File: config.mk
export PLATFORM = sky130hd
export DESIGN_NAME = csa_resolve
export DESIGN_NICKNAME = d
export VERILOG_FILES = /design/src/rtl/csa_resolve_pkg.sv /design/src/rtl/csa_resolve_cpa_chunk.sv /design/src/rtl/csa_resolve.sv
export SDC_FILE = /design/constraint.sdc
export NUM_CORES = 1
export LEC_CHECK = 0
export ABC_AREA = 1
export BUFFER_PORTS_ARGS = -buffer_cell sky130_fd_sc_hd__clkbuf_2
export CORE_AREA = 4 4 403 405
export DETAILED_ROUTE_END_ITERATION = 6
export DIE_AREA = 0 0 407 409
export PLACE_DENSITY_LB_ADDON = 0.1
export SYNTH_ARGS = -nofsm -noshare
export SYNTH_HDL_FRONTEND = slang
export SYNTH_SLANG_ARGS = --single-unit
File: constraint.sdc
create_clock -name clk -period 12.3 [get_ports clk]
set_input_delay 1.845 -clock clk [delete_from_list [all_inputs] [get_ports clk]]
set_output_delay 1.845 -clock clk [all_outputs]
set_load 0.005 [all_outputs]
File: src/rtl/csa_resolve_pkg.sv
// csa_resolve_pkg: shared types, default geometry and reference constants for csa_resolve
package csa_resolve_pkg;
  localparam int WIDTH_D = 256;
  localparam int CHUNK_D = 64;
  localparam int NCH_D = WIDTH_D / CHUNK_D;
  localparam logic [255:0] SM2_P =
    256'hFFFFFFFE_FFFFFFFF_FFFFFFFF_FFFFFFFF_FFFFFFFF_00000000_FFFFFFFF_FFFFFFFF;
  typedef enum logic [1:0] {IDLE, RUN, DONE} state_t;
  function automatic int idx_w(input int n);
    return n > 1 ? $clog2(n) : 1;
  endfunction
  localparam int KW_D = idx_w(NCH_D);
endpackage

File: src/rtl/csa_resolve_cpa_chunk.sv
// cpa_chunk: one CHUNK-bit add slice; with CSA_RESOLVE_MODRED_EN also subtracts the modulus slice
module cpa_chunk
  import csa_resolve_pkg::*;
#(
  parameter int CHUNK = CHUNK_D
) (
  input  logic [CHUNK-1:0] a,
  input  logic [CHUNK-1:0] b,
  input  logic             ci,
  output logic [CHUNK-1:0] s,
  output logic             co
`ifdef CSA_RESOLVE_MODRED_EN
  ,
  input  logic [CHUNK-1:0] m,
  input  logic             bi,
  output logic [CHUNK-1:0] d,
  output logic             bo
`endif
);
  assign {co, s} = {1'b0, a} + {1'b0, b} + {{CHUNK{1'b0}}, ci};
`ifdef CSA_RESOLVE_MODRED_EN
  assign {bo, d} = {1'b0, s} - {1'b0, m} - {{CHUNK{1'b0}}, bi};
`endif
endmodule

File: src/rtl/csa_resolve.sv
// csa_resolve: chunked carry-save to binary resolver; CSA_RESOLVE_MODRED_EN adds one conditional modulus subtraction
module csa_resolve
  import csa_resolve_pkg::*;
#(
  parameter int WIDTH = WIDTH_D,
  parameter int CHUNK = CHUNK_D
) (
  input  logic             clk,
  input  logic             rst,
  input  logic             in_valid,
  output logic             in_ready,
  input  logic [WIDTH:0]   cin_vec,
  input  logic [WIDTH-1:0] s_vec,
  input  logic [WIDTH-1:0] mod_p,
  output logic             out_valid,
  input  logic             out_ready,
  output logic [WIDTH+1:0] result,
  output logic             reduced
);
  localparam int NCH = WIDTH / CHUNK;
  localparam int KW = idx_w(NCH);

  state_t state, state_n;
  logic [KW-1:0] k;
  logic [WIDTH:0] cin_r;
  logic [WIDTH-1:0] s_r;
  logic carry, co, last, acc;
  logic [CHUNK-1:0] sum;
  logic [1:0] top;
  logic unused_bit;

  assign unused_bit = cin_vec[0];
  assign in_ready = state == IDLE && !rst;
  assign acc = in_valid && in_ready;
  assign last = k == KW'(NCH - 1);
  // top two bits absorb the carry-vector MSB and the final chunk carry
  assign top = {1'b0, cin_r[WIDTH]} + {1'b0, co};

  always_comb begin
    state_n = state;
    state_n = (state == IDLE && acc) ? RUN :
              (state == RUN && last) ? DONE :
              (state == DONE && out_ready) ? IDLE : state;
  end

`ifdef CSA_RESOLVE_MODRED_EN
  logic [WIDTH-1:0] mod_r, dres, dfull;
  logic borrow, bo;
  logic [CHUNK-1:0] dif;
  logic [2:0] dtop;

  assign dtop = {1'b0, top} - {2'b0, bo};

  always_comb begin
    dfull = dres;
    dfull[k*CHUNK +: CHUNK] = dif;
  end

  cpa_chunk #(.CHUNK(CHUNK)) u_chunk (
    .a(cin_r[k*CHUNK +: CHUNK]), .b(s_r[k*CHUNK +: CHUNK]), .ci(carry), .s(sum), .co(co),
    .m(mod_r[k*CHUNK +: CHUNK]), .bi(borrow), .d(dif), .bo(bo)
  );
`else
  logic unused_mod;

  assign unused_mod = ^mod_p;
  assign reduced = 1'b0;

  cpa_chunk #(.CHUNK(CHUNK)) u_chunk (
    .a(cin_r[k*CHUNK +: CHUNK]), .b(s_r[k*CHUNK +: CHUNK]), .ci(carry), .s(sum), .co(co)
  );
`endif

  always_ff @(posedge clk) begin
    if (rst) begin
      state <= IDLE;
      out_valid <= 1'b0;
      result <= '0;
      carry <= 1'b0;
      k <= '0;
`ifdef CSA_RESOLVE_MODRED_EN
      borrow <= 1'b0;
      reduced <= 1'b0;
`endif
    end else begin
      state <= state_n;
      if (acc) begin
        cin_r <= {cin_vec[WIDTH:1], 1'b0};
        s_r <= s_vec;
        carry <= 1'b0;
        k <= '0;
`ifdef CSA_RESOLVE_MODRED_EN
        mod_r <= mod_p;
        borrow <= 1'b0;
`endif
      end
      if (state == RUN) begin
        result[k*CHUNK +: CHUNK] <= sum;
        carry <= co;
        k <= k + 1'b1;
`ifdef CSA_RESOLVE_MODRED_EN
        dres[k*CHUNK +: CHUNK] <= dif;
        borrow <= bo;
`endif
        if (last) begin
          out_valid <= 1'b1;
`ifdef CSA_RESOLVE_MODRED_EN
          reduced <= !dtop[2];
          if (!dtop[2]) result <= {dtop[1:0], dfull};
          else result[WIDTH+1:WIDTH] <= top;
`else
          result[WIDTH+1:WIDTH] <= top;
`endif
        end
      end
      if (state == DONE && out_ready) out_valid <= 1'b0;
    end
  end
endmodule

==> out/metrics.csv <==
stage;metric;value;unit
route;antenna-violating nets left;0;
sta;Setup Total Neg Slack;0;ns
die;Starting Density;21.7;%
synth;post-synthesis average cell area;9.16;um2
cts;H-tree levels;3;
setup_path;CP startpoint;k[0];
cts;CTS sink cnt;776;
setup_path;WP data arrival;6.76;ns
setup_path;reg2reg end;result[86];
synth;Syn Inst Count;3750;
setup_path;crit path max-delay cell type;xor2_1;
sta;Fin. Hold Viols;0;
cts;root buffer cell;clkbuf_16;
route;# DRC;0;
synth;synth top area cells;edfxtp_1 (45%), dfxtp_1 (15%), nand2_1 (11%);
setup_path;worst r2r path cells;18;
layout;final cell count without fillers;6628;
pwr;Reg power frac;38.7;%
setup_path;Setup crit end kind;flop;
route;routed length per instance;22.8;um
sta;min cycle time layout;6.14;ns
pwr;Switching Power;0.00270;W
global_routing;GRT met1 Usage;24.0;%
cts;clk_lat worst skew;0.71;ns
route;DR vias;28800;
setup_path;critical path type;reg2reg;
pwr;Comb power frac;26.3;%
setup_path;CP max FO;86;
run;Max Cap Viol;0;
place;# placed instances;6440;
synth;Warnings, synthesis;0;
route;Total Routed Length;151;mm
global_routing;GRT Total Usage;17.6;%
route;drt via density;4.34;
place;Place WS;5.97;ns
synth;top-area cell type share of the netlist area;44.8;%
setup_path;CP Launch Type;flop;
die;Die Ht;409;um
setup_path;Top cell by count, worst path;nand2_1;
synth;Synth area leader;edfxtp_1;
global_routing;vias in the first global route;28300;
cts;total CTS buffers;94;
sta;clock skew;0.0257;ns
setup_path;Worst R2R Setup Slack;6.16;ns
route;DR pass1 iterations;5;
sta;final worst setup slack;6.16;ns
cts;postcts setup bufs;0;
synth;Mapped Area;34400;um2
pwr;Power Density;176;nW/um2
pwr;Clk pwr share;35.0;%
pwr;Pleak;17.8;nW
synth;number of distinct library cells after synthesis;37;
global_routing;initial antenna violation count;53;
layout;final instance area;43400;um2
setup_path;Critical Path Sink;result[86];
sta;Final Max Tran Viols;0;
global_routing;GRT Max-Usage Layer;met2;
global_routing;met3 Track Usage GR;5.30;%
worst_hold_path;Hold Path Class;reg2reg;
sta;FMAX;163;MHz
layout;share of layout cells above drive strength 1;21.8;%
run_status;status;complete, no violations;
synth;predominant post-synthesis flop cell;edfxtp_1;
synth;Post-synth ARST share;0;%
route;Initial DRC Count;1843;
layout;FILL cells;17300;
sta;final worst-path cycle share;49.9;%
synth;Seq/Total Area, Yosys;60.1;%
sta;Setup violations, final;0;
die;IO Pins;1034;
cts;CTS resizes;0;
synth;post-synthesis register bit count;776;
die;Die X;407;um
cts;CTS tree;yes;
synth;Mapped Nets;4596;
global_routing;GRT overflow;0;
setup_path;Required @ worst endpoint;12.93;ns
place;HPWL after DPL;113;mm
setup_path;crit-path max cell delay;0.78;ns
die;FP Rows;146;
pwr;P_int;0.00491;W
layout;# nets final;5310;
die;die area;166000;um2
global_routing;largest net degree at the start of global routing;115;
pwr;switching share of power;35.5;%
layout;Syn-to-layout area delta;26.2;%
sta;Worst slew margin;26.3;%
place;DP Area;40400;um2
sta;RSZ-0062 raised after global routing;false;
global_routing;global-route wire length before repair;211;mm
cts;CTS Hold Bufs;0;
cts;CTS Buffer Depth;3;
setup_path;reg2reg start;k[0];
place;PortBufs;775;
global_routing;GR Util met2;27.8;%
place;RD Place Congestion;0.848;
cts;Clock Pin Slew Worst Setup and Hold Paths;0.06;ns
sta;worst-margin pin slew;1.10;ns
setup_path;CP cell instances;inv_8 -> buf_4 -> buf_4 -> o21ai_0 -> o22ai_1 -> fa_1 -> fa_1 -> nand3_1 -> nor2_1 -> inv_1 -> nand3_1 -> nand2_1 -> nand3_2 -> xor2_1 -> nand2_1 -> nor2_1 -> nand2_1 -> a21oi_1;
pwr;worst vdd ir;104;uV
die;core area;158000;um2
synth;number of flops mapped to enable cells by yosys;512;
[worst min-delay path by stage]
| stage | to | cells after the start | from | slack [ns] |
|---|---|---|---|---|
| after floorplan | out_valid | 2 | out_valid | 0.44 |
| after global placement | out_valid | 2 | out_valid | 0.44 |
| after detailed placement | out_valid | 2 | out_valid | 0.44 |
| after CTS | out_valid | 2 | out_valid | 0.45 |
| after global routing | result[11] | 2 | result[11] | 0.48 |
| final | out_valid | 2 | out_valid | 0.45 |
[through the flow]
stage / power (W) / util [%] / hold slack (ns)
after global placement: 0.00507 / 25.5 / 0.441
after floorplan: 0.00408 / - / 0.442
after CTS: 0.00778 / 27.4 / 0.449
after detailed placement: 0.00506 / 25.5 / 0.440
after global routing: 0.00806 / 27.4 / 0.478
final: 0.00761 / 27.4 / 0.445
[cells in the mapped netlist, types with 24 or more instances]
cell      number
a21oi_1      303
clkbuf_1     149
dfxtp_1      264
edfxtp_1     512
ha_1          71
inv_1        327
nand2_1      991
nand3_1      118
nand4_1       72
nor2_1       398
o21ai_0      266
o22ai_1      127
xor2_1        24
[flip-flops by register name (all words and copies together) (netlist names)]
register / cells
carry: 1
out_valid: 1
state: 2
cin_r: 256
result: 258
s_r: 256
k: 2
[cells in the final DEF, fill, tap and decap left out, types with 24 or more instances in the layout]
master / n
edfxtp_1: 512
inv_1: 324
dfxtp_1: 262
o21ai_0: 266
nand3_1: 118
buf_4: 34
nor2_1: 397
o22ai_1: 127
xor2_1: 24
a21oi_1: 303
nand2_1: 987
clkbuf_1: 36
nand4_1: 72
clkbuf_2: 774
ha_1: 71
clkbuf_16: 96
[cell families (layout without fill, tap and decap cells)]
| logic type | Yosys count | in the layout | synth area share [%] |
|---|---|---|---|
| flops | 776 | 776 | 60.1 |
| xor+xnor | 39 | 39 | 1.26 |
| other cells | 1 | 17 | 0.0109 |
| fa+ha+maj | 73 | 73 | 2.70 |
| buf+inv | 524 | 1314 | 5.84 |
| simple gates | 1629 | 1629 | 19.2 |
| compound gates | 708 | 708 | 10.9 |
[routing by layer]
layer / vias up / wire [um]
li1: 14100 / -
met1: 13700 / 69400
met2: 770 / 68100
met3: 170 / 11000
met4: 54 / 2280
met5: - / 379
[power groups by stage]
stage	registers (W)	logic, W	clock network [W]
finish	0.00294	0.00200	0.00267
global route	0.00295	0.00223	0.00287
detailed placement	0.00300	0.00206	0
global placement	0.00300	0.00207	0
floorplan	0.00302	0.00106	0
CTS	0.00295	0.00207	0.00277
[critical path, delay by kind of cell (launching register included)]
| family | cells | cell delay (ns) |
|---|---|---|
| adders and majority gates | 2 | 0.73 |
| AOI/OAI and AO/OA | 3 | 0.94 |
| buffers and inverters | 4 | 1.75 |
| xor gates and xnor gates | 1 | 0.78 |
| DFF | 1 | 0.51 |
| and+or+nand+nor | 8 | 1.12 |
[final cells by class]
class,instances,area [um2],area share (%)
sequential,776,20700,47.7
multi-input combinational,2450,11700,27.1
tap,2072,2590,5.98
inverter,331,1260,2.90
clock buffer,136,2590,5.98
antenna,16,40.0,0.0923
timing repair buffer,811,4180,9.65
clock inverter,36,297,0.684
Power figures use the tool's default switching activity.
